File: src/rtl/lte_up_dfe_iq_pair.sv
// rtl/lte_up_dfe_iq_pair.sv - re-pairs transposed I/Q slot words into parallel beats with alignment and fill checks
module lte_up_dfe_iq_pair #(
    parameter int NUM_ANT    = 4,
    parameter bit CHECK_FILL = 1'b1
) (
    input  logic        sys_clk_245p76,
    input  logic        sys_rst_245p76,
    input  logic [1:0]  i_mod_sel,
    input  logic        i_fram,
    input  logic        i_xant,
    input  logic [31:0] i_data,
    input  logic        i_err_clr,
    output logic        o_vld,
    output logic [31:0] o_data_i,
    output logic [31:0] o_data_q,
    output logic [1:0]  o_ant,
    output logic        o_sop,
    output logic        o_eop,
    output logic        o_fram,
    output logic        o_align_err,
    output logic [7:0]  o_align_cnt,
    output logic [7:0]  o_fill_cnt
);

    localparam logic [1:0] ANT_MAX = 2'(NUM_ANT - 1);

    typedef enum logic {IDLE, RUN} state_t;

    state_t      state;
    logic [4:0]  phase;
    logic [4:0]  len_m1;
    logic [1:0]  ant;
    logic        fram_slot;
    logic [31:0] ibuf [8];

    // i_fram overrides the running counters in its own cycle, so all decisions use these views
    logic        active;
    logic [4:0]  cur_phase;
    logic [4:0]  cur_len_m1;
    logic [1:0]  cur_ant;
    logic [1:0]  ant_inc;
    logic        cur_fram_slot;
    logic        misalign;
    logic        slot_end;
    logic        fill_hit;
    logic        store_i;
    logic        beat;
    logic [2:0]  k;

    // Effective phase/antenna/length for this cycle, plus the per-cycle event decode
    always_comb begin
        active        = i_fram || (state == RUN);
        cur_phase     = i_fram ? 5'd0 : phase;
        cur_len_m1    = i_fram ? (((i_mod_sel == 2'd1) || (i_mod_sel == 2'd2)) ? 5'd31 : 5'd15) : len_m1;
        cur_ant       = i_fram ? 2'd0 : ant;
        cur_fram_slot = i_fram || fram_slot;
        ant_inc       = (cur_ant == ANT_MAX) ? 2'd0 : cur_ant + 2'd1;
        misalign      = active && i_xant && !i_fram && (cur_phase != cur_len_m1);
        slot_end      = (cur_phase == cur_len_m1) || misalign;
        fill_hit      = active && CHECK_FILL && cur_phase[4] && (i_data != 32'd0);
        store_i       = active && (cur_phase[4:3] == 2'b00);
        beat          = active && (cur_phase[4:3] == 2'b01);
        k             = cur_phase[2:0];
    end

    // Slot sequencer: phase/antenna tracking, resync on i_fram, early wrap on misaligned i_xant
    always_ff @(posedge sys_clk_245p76) begin
        if (sys_rst_245p76) begin
            state     <= IDLE;
            phase     <= 5'd0;
            len_m1    <= 5'd31;
            ant       <= 2'd0;
            fram_slot <= 1'b0;
        end else if (active) begin
            state  <= RUN;
            len_m1 <= cur_len_m1;
            if (slot_end) begin
                phase     <= 5'd0;
                ant       <= ant_inc;
                fram_slot <= 1'b0;
            end else begin
                phase     <= cur_phase + 5'd1;
                ant       <= cur_ant;
                fram_slot <= cur_fram_slot;
            end
        end
    end

    // I words are simply overwritten each slot, so an abandoned pairing needs no explicit flush
    always_ff @(posedge sys_clk_245p76) begin
        if (store_i) begin
            ibuf[k] <= i_data;
        end
    end

    // Paired beat output, one cycle after the matching Q word; data and antenna hold between beats
    always_ff @(posedge sys_clk_245p76) begin
        if (sys_rst_245p76) begin
            o_vld    <= 1'b0;
            o_sop    <= 1'b0;
            o_eop    <= 1'b0;
            o_fram   <= 1'b0;
            o_ant    <= 2'd0;
            o_data_i <= 32'd0;
            o_data_q <= 32'd0;
        end else begin
            o_vld  <= beat;
            o_sop  <= beat && (k == 3'd0);
            o_eop  <= beat && (k == 3'd7);
            o_fram <= beat && (k == 3'd0) && (cur_ant == 2'd0) && cur_fram_slot;
            if (beat) begin
                o_ant    <= cur_ant;
                o_data_i <= ibuf[k];
                o_data_q <= i_data;
            end
        end
    end

    // Error counters and sticky flag; a clear in the same cycle as an increment wins
    always_ff @(posedge sys_clk_245p76) begin
        if (sys_rst_245p76 || i_err_clr) begin
            o_align_err <= 1'b0;
            o_align_cnt <= 8'd0;
            o_fill_cnt  <= 8'd0;
        end else begin
            if (misalign) begin
                o_align_err <= 1'b1;
                if (o_align_cnt != 8'hFF) begin
                    o_align_cnt <= o_align_cnt + 8'd1;
                end
            end
            if (fill_hit && (o_fill_cnt != 8'hFF)) begin
                o_fill_cnt <= o_fill_cnt + 8'd1;
            end
        end
    end

endmodule

File: config.mk
export PLATFORM = sky130hd
export DESIGN_NAME = lte_up_dfe_iq_pair
export DESIGN_NICKNAME = d
export VERILOG_FILES = /design/src/rtl/lte_up_dfe_iq_pair.sv
export SDC_FILE = /design/constraint.sdc
export NUM_CORES = 1
export LEC_CHECK = 0
export ABC_AREA = 1
export ABC_CLOCK_PERIOD_IN_PS = 5600
export CELL_PAD_IN_SITES_DETAIL_PLACEMENT = 0
export CELL_PAD_IN_SITES_GLOBAL_PLACEMENT = 1
export CORE_UTILIZATION = 42
export DETAILED_ROUTE_END_ITERATION = 10
export GPL_ROUTABILITY_DRIVEN = 0
export PLACE_DENSITY_LB_ADDON = 0.15
export SETUP_SLACK_MARGIN = 0.5
export SYNTH_ARGS = -nofsm -noshare
export SYNTH_HDL_FRONTEND = slang
export SYNTH_SLANG_ARGS = --single-unit
export TNS_END_PERCENT = 20
File: constraint.sdc
create_clock -name sys_clk_245p76 -period 5.6 [get_ports sys_clk_245p76]
set_clock_uncertainty 0.2 [all_clocks]
set_input_delay 1.12 -clock sys_clk_245p76 [delete_from_list [all_inputs] [get_ports sys_clk_245p76]]
set_output_delay 1.12 -clock sys_clk_245p76 [all_outputs]
set_load 0.05 [all_outputs]
**Word level (Yosys, flattened, before mapping)**

Memories as Yosys holds them, arrays and structs flattened. A register that Yosys moved wholly into a read port is not among the register bits.
Cells that the tools add are included.

- Add/subtract/negate cells: 4
- Equal/unequal tests: 9
- Mux-type cells: 10
- Reductions and logical operators: 23

Operators by type and width:

| operator | count |
|---|---|
| $reduce_bool 32->1 | 1 |
| $mux 5 | 4 |
| $add 8x1->8 const B | 2 |
| $ne 8x8->1 const B | 2 |
| $logic_and 1x1->1 | 12 |
| $mux 2 | 3 |
| $add 5x1->5 const B | 1 |
| $eq 5x5->1 | 1 |
| $logic_or 1x1->1 | 5 |
| $ne 5x5->1 | 1 |
| $eq 2x1->1 const B | 2 |
| $eq 2x2->1 const B | 2 |
| $logic_not 2->1 | 2 |
| $eq 3x3->1 const B | 1 |
| $logic_not 3->1 | 1 |
| $mux 1 | 3 |
| $add 2x1->2 const B | 1 |
| $reduce_and 2->1 | 1 |
| $logic_not 1->1 | 1 |

- Register bits: 69
- Bits in writable memories: 256
- Input port bits: 39
- Output and inout port bits: 87
- Word-level logic and storage cells: 61
- Memories: 1

Memory list:

| memory | depth | width | rd ports | clocked after Yosys merged registers in | write ports | line | source |
|---|---|---|---|---|---|---|---|
| ibuf | 8 | 32 | 1 | 1 | 1 | 34 | `logic [31:0] ibuf [8];` |

**Logic depth before layout (Yosys ltp)**

Gate-level depths: netlist of run 1.

- Word-level depth: 8
- Mapped depth: 11

**Worst setup path before layout of run 1**

Ideal clock, no wire load.

- Kind: input-to-reg
- Start: input i_fram
- End: memory ibuf[1][0], enable pin
- Library setup time: 502 ps
- Arrival time: 4827 ps
- Data required time: 4898 ps
- Setup slack: 72 ps
- Stages: 6
- Buffers on the path: 3
- Path through: inv_4 nand2_2 buf_6 buf_6 buf_2 nor4_1

- Cells in the longest elaborated chain, start to end: 5
- Elaborated cells on any way between the ends: 6

Ends and longest elaborated chain:

| element | line | source |
|---|---|---|
| start, declared | 9 | `input logic i_fram,` |
| $mux 5 | 53 | `cur_phase = i_fram ? 5'd0 : phase;` |
| $logic_not 2->1 | 61 | `store_i = active && (cur_phase[4:3] == 2'b00);` |
| $logic_and 1x1->1 | 61 |  |
| $mux 1 | 91 | `if (store_i) begin` |
| $mux 1 (implied by the code) | 92 | `ibuf[k] <= i_data;` |
| end, declared | 34 |  |

Several ways; a longest one is shown, not always the timed one.

**Final worst setup path of run 1**

- Start: input i_fram
- End: memory ibuf[7][23], enable pin

The elaborated chain is that of the path after synthesis.

==> results.txt, run 1 <==
----------------------------------------------------
[Outcome]
  Status ... complete, no violations

[Placement]
  Pre-CTS WS ... 1.290 ns
  Buffers on Ports ... 125
  HPWL after detailed placement ... 19.47 mm
  Placed Area ... 15,510 um2

[Worst setup path]
  Crit path DAT ... 3.66 ns
  Kind of start point of the critical path ... input pin
  CP Launch Point ... i_fram
  Path depth of the worst reg2reg path ... 6
  Register-to-Register Setup Slack ... 2.94 ns
  Crit Reg-Reg Startpoint ... phase[0]
  Worst-path maximum fanout ... 86
  CP Capture Point ... ibuf[7][23]
  WP data required ... 5.56 ns
  Worst Setup End Kind ... flip-flop
  Critical R2R Capture ... ibuf[7][23]
  Crit Path Class ... input pin to flip-flop

[Clock network]
  Count of buffers added by post-CTS timing repair for setup ... 0
  CTS tree ... built
  Clock-pin slew on the worst setup and hold paths ... 0.05 ns
  CTS HTree Levels ... 2
  TritonCTS buffer count ... 39
  Hold-fix buffer count after cts ... 0
  Max Root-Sink Buffers ... 3
  Sinks on the clock net ... 357
  Number of gates resized after CTS ... 0
  Library cell used as clock root buffer ... clkbuf_16
  Skew-Pair Late Insertion Delay ... 0.53 ns

[Final layout]
  Growth of design area from synthesis to finish ... 21.87%
  Ant diodes ... 0
  Finished layout cell area ... 16,830 um2
  Most common library cell in the layout ignoring fill and taps ... edfxtp_1
  Nets ... 1,360
  Commonest non-fill, non-tap cells in the layout ... edfxtp_1, nor2_1, o21ai_0
  Share of layout cells above drive strength 1 ... 8.680%

[Synth]
  Distinct cell type count after synthesis ... 34
  Fraction of registers with async set or reset after synthesis ... 0%
  Yosys Warn Count ... 0
  Number of cells produced by synthesis ... 1,194
  Number of enable flip-flop cells after synthesis ... 256
  Commonest register cell after synthesis ... edfxtp_1
  FF+latch count, synth ... 357
  Synthesized area ... 13,810 um2
  Avg Synthesized Cell Area ... 11.56 um2
  Synthesized netlist net count ... 1,237
  Sequential cell area fraction in the yosys report ... 70.32%

[Timing]
  Setup repair after global routing missed its margin ... false
  Final Hold Vio Count ... 0
  Max Transition Viols Final ... 0
  Setup-violating endpoint count in the final report ... 0
  Headroom to the max-slew limit ... 33.49%
  Actual transition at the worst max-transition pin ... 0.9977 ns
  Post-route worst setup slack ... 1.898 ns
  Final cycle utilization of the critical path ... 66.10%
  Setup tns final ... 0 ns
  Highest achievable clock rate ... 270.1 MHz
  Min Clock Period, post-route ... 3.702 ns

[Global routing]
  GRT Residual Overflow ... 0
  Number of global-route vias before repair ... 8,813
  First-pass GRT wire length ... 50.93 mm
  Initial antenna violation count ... 0
  All-Layer GR Usage ... 19.83%
  Largest net degree at the start of global routing ... 87

[Floorplan]
  Floorplan die area ... 33,600 um2
  Initial cell density of the core ... 42.54%
  I/O pins ... 126
  Chip Height ... 183.3 um
  Placeable Area ... 32,450 um2
  Number of cell rows ... 66
  Overall die width ... 183.3 um

[Route]
  First-pass iteration count of the detailed router ... 5
  Post-detailed-route via-to-cell ratio ... 5.158
  Residual antenna-violating net count after detailed routing ... 0
  Vias ... 9,233
  Total Routed Length ... 33.16 mm
  Wire length per cell ... 18.53 um
  Iter 0 DRT Violations ... 556
  Remaining design rule violation count ... 0

[Power and ir drop]
  PD cells ... 338.4 nW/um2
  Peak VDD IR ... 0.2224 mV
  Total leakage power ... 5.827 nW

[Job]
  MaxCap Viol Count ... 0

[Worst hold path]
  Type of the worst min-delay path ... flip-flop to flip-flop

----------------------------------------------------
final cells by class:
cell class | count | area [um2]
sequential | 357 | 9709
inverter | 64 | 244.0
fill | 2862 | 15630
clock buffer | 50 | 1069
clock inverter | 22 | 244.0
tap | 442 | 553.0
multi-input combinational | 707 | 3546
timing repair buffer | 148 | 1461
routing by layer:
metal  vias to the layer above  GRT usage (%)  routed length [um]
met5                         -              0                   0
met4                         0          4.567                 499
met3                        33          3.316                1342
met2                       183          32.67               15830
met1                      4519          27.48               15490
li1                       4498              -                   -
worst max-delay path, cell delays in order:
cell and delay, ns:
clkdlybuf4s50_1 0.57, inv_4 0.25, nand2_4 0.07, clkinv_2 0.05, buf_4 0.72, nand2_2 0.23, nor2_4 0.14, buf_4 0.47
cells in the mapped netlist (6+ instances only):
| library cell | count | share of area [%] |
|---|---|---|
| nand4_1 | 21 | 0.95 |
| inv_1 | 56 | 1.5 |
| nand2_1 | 59 | 1.6 |
| clkbuf_1 | 22 | 0.60 |
| nand2_2 | 8 | 0.36 |
| inv_2 | 7 | 0.19 |
| buf_2 | 29 | 1.1 |
| o211ai_1 | 7 | 0.38 |
| o21ai_1 | 62 | 2.2 |
| dfxtp_1 | 101 | 15 |
| buf_6 | 11 | 0.90 |
| o221ai_1 | 26 | 1.6 |
| a21oi_1 | 69 | 2.5 |
| nor2_1 | 236 | 6.4 |
| xor2_1 | 6 | 0.38 |
| nand3_1 | 30 | 1.1 |
| edfxtp_1 | 256 | 56 |
| o21ai_0 | 147 | 5.3 |
worst min-delay path by stage:
stage,startpoint,end,cells past startpoint
final,len_m1[0],len_m1[0],2
after detailed placement,len_m1[0],len_m1[0],2
after CTS,len_m1[0],len_m1[0],2
after global routing,len_m1[3],len_m1[3],2
after global placement,len_m1[0],len_m1[0],2
after floorplan,len_m1[2],len_m1[2],2
power breakdown:
part	internal, mW	leakage (nW)	total [mW]	switching, mW
combinational	0.0583	2.03	0.215	0.156
sequential	2.87	3.15	2.88	0.0107
clock	1.58	0.645	2.60	1.02
total	4.51	5.83	5.69	1.18
registers in the layout (all words and copies together), names as in the netlist, 2 cells and up:
| name | flops |
|---|---|
| o_data_q | 32 |
| len_m1 | 5 |
| phase | 5 |
| ibuf | 256 |
| o_align_cnt | 8 |
| o_data_i | 32 |
| o_ant | 2 |
| ant | 2 |
| o_fill_cnt | 8 |
per-stage QoR:
stage / hold WS (ns) / utilization (%) / power [mW] / std cells
6_report: 0.2555 / 51.85 / 5.694 / 1790
3_5_place_dp: 0.2452 / 47.80 / 3.156 / 1718
3_3_place_gp: 0.2423 / 47.80 / 3.154 / 1718
2_1_floorplan: 0.2212 / - / 3.048 / 1194
5_1_grt: 0.2874 / 51.85 / 5.873 / 1790
4_1_cts: 0.2604 / 51.85 / 5.752 / 1790
kinds of logic (layout without fill, tap and decap cells):
logic type,after synthesis,count (layout),synth area share (%)
DFF,357,357,70.32
and+or+nand+nor,369,369,11.28
AOI/OAI and AO/OA,323,323,12.83
buffers and inverters,130,284,4.504
adders and majority gates,4,4,0.3625
xor gates and xnor gates,11,11,0.6978
(Power assumes the default switching activity.)
==> run 2: changes to the inputs <==
- ABC_CLOCK_PERIOD_IN_PS: 5600 -> 3500
- CORE_UTILIZATION: 42 -> 46
- clock period: 5.6 -> 3.5 ns (I/O delays scaled with it)
==> run 2 against run 1 <==
Net effect: flip-flop and latch count unchanged; critical path type unchanged; cell count down 1.7%; worst setup slack worse by 1.2 ns; utilization up 5.5 points; critical endpoint is now ibuf[1][23]; first-iteration DRC count up 16%; combinational power up 70%; die area down 8.6%; largest power group unchanged; clock power up 47%; worst hold slack better by 0.0086 ns; non-clock buffer count up 24.
==> results.txt, run 2 (synthesized netlist as in run 1, its figures left out) <==
----------------------------------------------------
[Clock network]
  Sinks on the clock net ... 357 (unchanged)
  Count of buffers added by post-CTS timing repair for setup ... 0 (unchanged)
  CTS HTree Levels ... 2 (unchanged)
  Number of gates resized after CTS ... 0 (unchanged)
  Hold-fix buffer count after cts ... 0 (unchanged)
  Max Root-Sink Buffers ... 3 (unchanged)
  Clock-pin slew on the worst setup and hold paths ... 0.06 ns (about the same)
  TritonCTS buffer count ... 38 (-2.6%)
  CTS tree ... built
  Skew-Pair Late Insertion Delay ... 0.51 ns (-0.02 ns)
  Library cell used as clock root buffer ... clkbuf_16

[Worst setup path]
  Worst Setup End Kind ... flip-flop
  Crit path DAT ... 2.76 ns (-0.90 ns)
  Worst-path maximum fanout ... 15 (-83%)
  Kind of start point of the critical path ... input pin
  Crit Path Class ... input pin to flip-flop
  WP data required ... 3.50 ns (-2.06 ns)

[Timing]
  Setup repair after global routing missed its margin ... false
  Final cycle utilization of the critical path ... 78.93%
  Headroom to the max-slew limit ... 63.87% (+30 points)
  Max Transition Viols Final ... 0 (unchanged)
  Final Hold Vio Count ... 0 (unchanged)
  Worst hold slack across all endpoints ... 0.2641 ns (+0.008597 ns)
  Highest achievable clock rate ... 362.0 MHz
  Setup tns final ... 0 ns (unchanged)
  Actual transition at the worst max-transition pin ... 0.5403 ns (-0.4574 ns)
  Setup-violating endpoint count in the final report ... 0 (unchanged)
  Min Clock Period, post-route ... 2.763 ns

[Final layout]
  Nets ... 1,383 (+1.7%)
  Growth of design area from synthesis to finish ... 22.78%
  Commonest non-fill, non-tap cells in the layout ... edfxtp_1, nor2_1, o21ai_0
  Most common library cell in the layout ignoring fill and taps ... edfxtp_1
  Ant diodes ... 0 (unchanged)
  Share of layout cells above drive strength 1 ... 10.01% (+1.3 points)
  Max FFs per register ... 256 (unchanged)
  Largest register by flop count ... ibuf
  Largest registers ... ibuf (256), o_data_i (32), o_data_q (32)

[Power and ir drop]
  Peak VDD IR ... 0.3118 mV (+40%)
  Total leakage power ... 5.930 nW (+1.8%)
  PD cells ... 519.4 nW/um2 (+53%)

[Route]
  Iter 0 DRT Violations ... 646 (+16%)
  Total Routed Length ... 32.92 mm (-0.73%)
  First-pass iteration count of the detailed router ... 5 (unchanged)
  Wire length per cell ... 18.72 um (+1.0%)
  Post-Route M1 WL ... 15.38 mm (-0.70%)
  Residual antenna-violating net count after detailed routing ... 0 (unchanged)
  Post-detailed-route via-to-cell ratio ... 5.335 (+3.4%)
  Met2 WL ... 15.77 mm (-0.40%)
  Max Used Layer ... met4
  Vias ... 9,384 (+1.6%)
  Length of routed met3 wiring ... 1.350 mm (+0.60%)
  Remaining design rule violation count ... 0 (unchanged)

[Global routing]
  Largest net degree at the start of global routing ... 100 (+15%)
  All-Layer GR Usage ... 21.89% (+2.1 points)
  Number of global-route vias before repair ... 9,102 (+3.3%)
  GRT Residual Overflow ... 0 (unchanged)
  Initial antenna violation count ... 0 (unchanged)
  First-pass GRT wire length ... 51.87 mm (+1.9%)

[Floorplan]
  Chip Height ... 175.3 um (-4.4%)
  Number of cell rows ... 63 (-4.5%)
  Placeable Area ... 29,560 um2 (-8.9%)
  Overall die width ... 175.3 um (-4.4%)
  I/O pins ... 126 (unchanged)
  Floorplan die area ... 30,710 um2 (-8.6%)
  Initial cell density of the core ... 46.71% (+4.2 points)

[Job]
  MaxCap Viol Count ... 0 (unchanged)

[Worst hold path]
  Type of the worst min-delay path ... flip-flop to flip-flop

[Outcome]
  Status ... complete, no violations

[Placement]
  HPWL after detailed placement ... 20.09 mm (+3.2%)
  Buffers on Ports ... 125 (unchanged)

----------------------------------------------------
[run 2: metrics by stage]
| stage | instances | setup slack [ns] | power, mW | util [%] | instance area (um2) |
|---|---|---|---|---|---|
| 2_1_floorplan | 1194 | 0.2399 | 4.879 | - | 13830 |
| 3_5_place_dp | 1690 | 0.1821 | 5.067 | 53.30 | 15750 |
| 6_report | 1759 | 0.7373 | 8.805 | 57.35 | 16950 |
| 4_1_cts | 1759 | 0.7061 | 8.874 | 57.35 | 16950 |
| 5_1_grt | 1759 | 0.5598 | 9.075 | 57.35 | 16950 |
| 3_3_place_gp | 1690 | 0.2734 | 5.061 | 53.30 | 15750 |
[run 2: power breakdown]
part           internal [mW]  switching, mW  leakage (nW)
Clock                   2.27           1.56         0.587
Sequential              4.59         0.0163          3.15
Combinational          0.110          0.255          2.20
[run 2: worst max-delay path, stage by stage]
cell and delay, ns:
clkdlybuf4s50_1 0.65, inv_4 0.16, nand2_2 0.15, nand2_2 0.10, nor2_1 0.19, inv_1 0.24, nor4_4 0.27, buf_4 0.29
[run 2: cell type report]
type | instances | area (um2)
fillers | 2551 | 12610
flip-flops and latches | 357 | 9709
multi-input cells | 707 | 3558
repair buffers | 172 | 1754
clock buffers | 56 | 1110
well taps | 390 | 488.0
inverters | 64 | 244.0
clock inverters | 13 | 88.84
[run 2: worst paths after layout]
| path | start | end | slack, ns | cells past startpoint |
|---|---|---|---|---|
| max | i_fram | ibuf[1][23] | 0.74 | 8 |
| min | len_m1[0] | len_m1[0] | 0.26 | 2 |
| max reg2reg | o_fill_cnt[0] | o_fill_cnt[6] | 1.27 | 7 |
| min reg2reg | len_m1[0] | len_m1[0] | 0.26 | 2 |
[run 2: routing by layer]
layer,vias up,track usage [%]
met5,-,0
met4,0,4.420
met3,34,2.857
met2,210,35.85
met1,4597,31.41
li1,4543,-
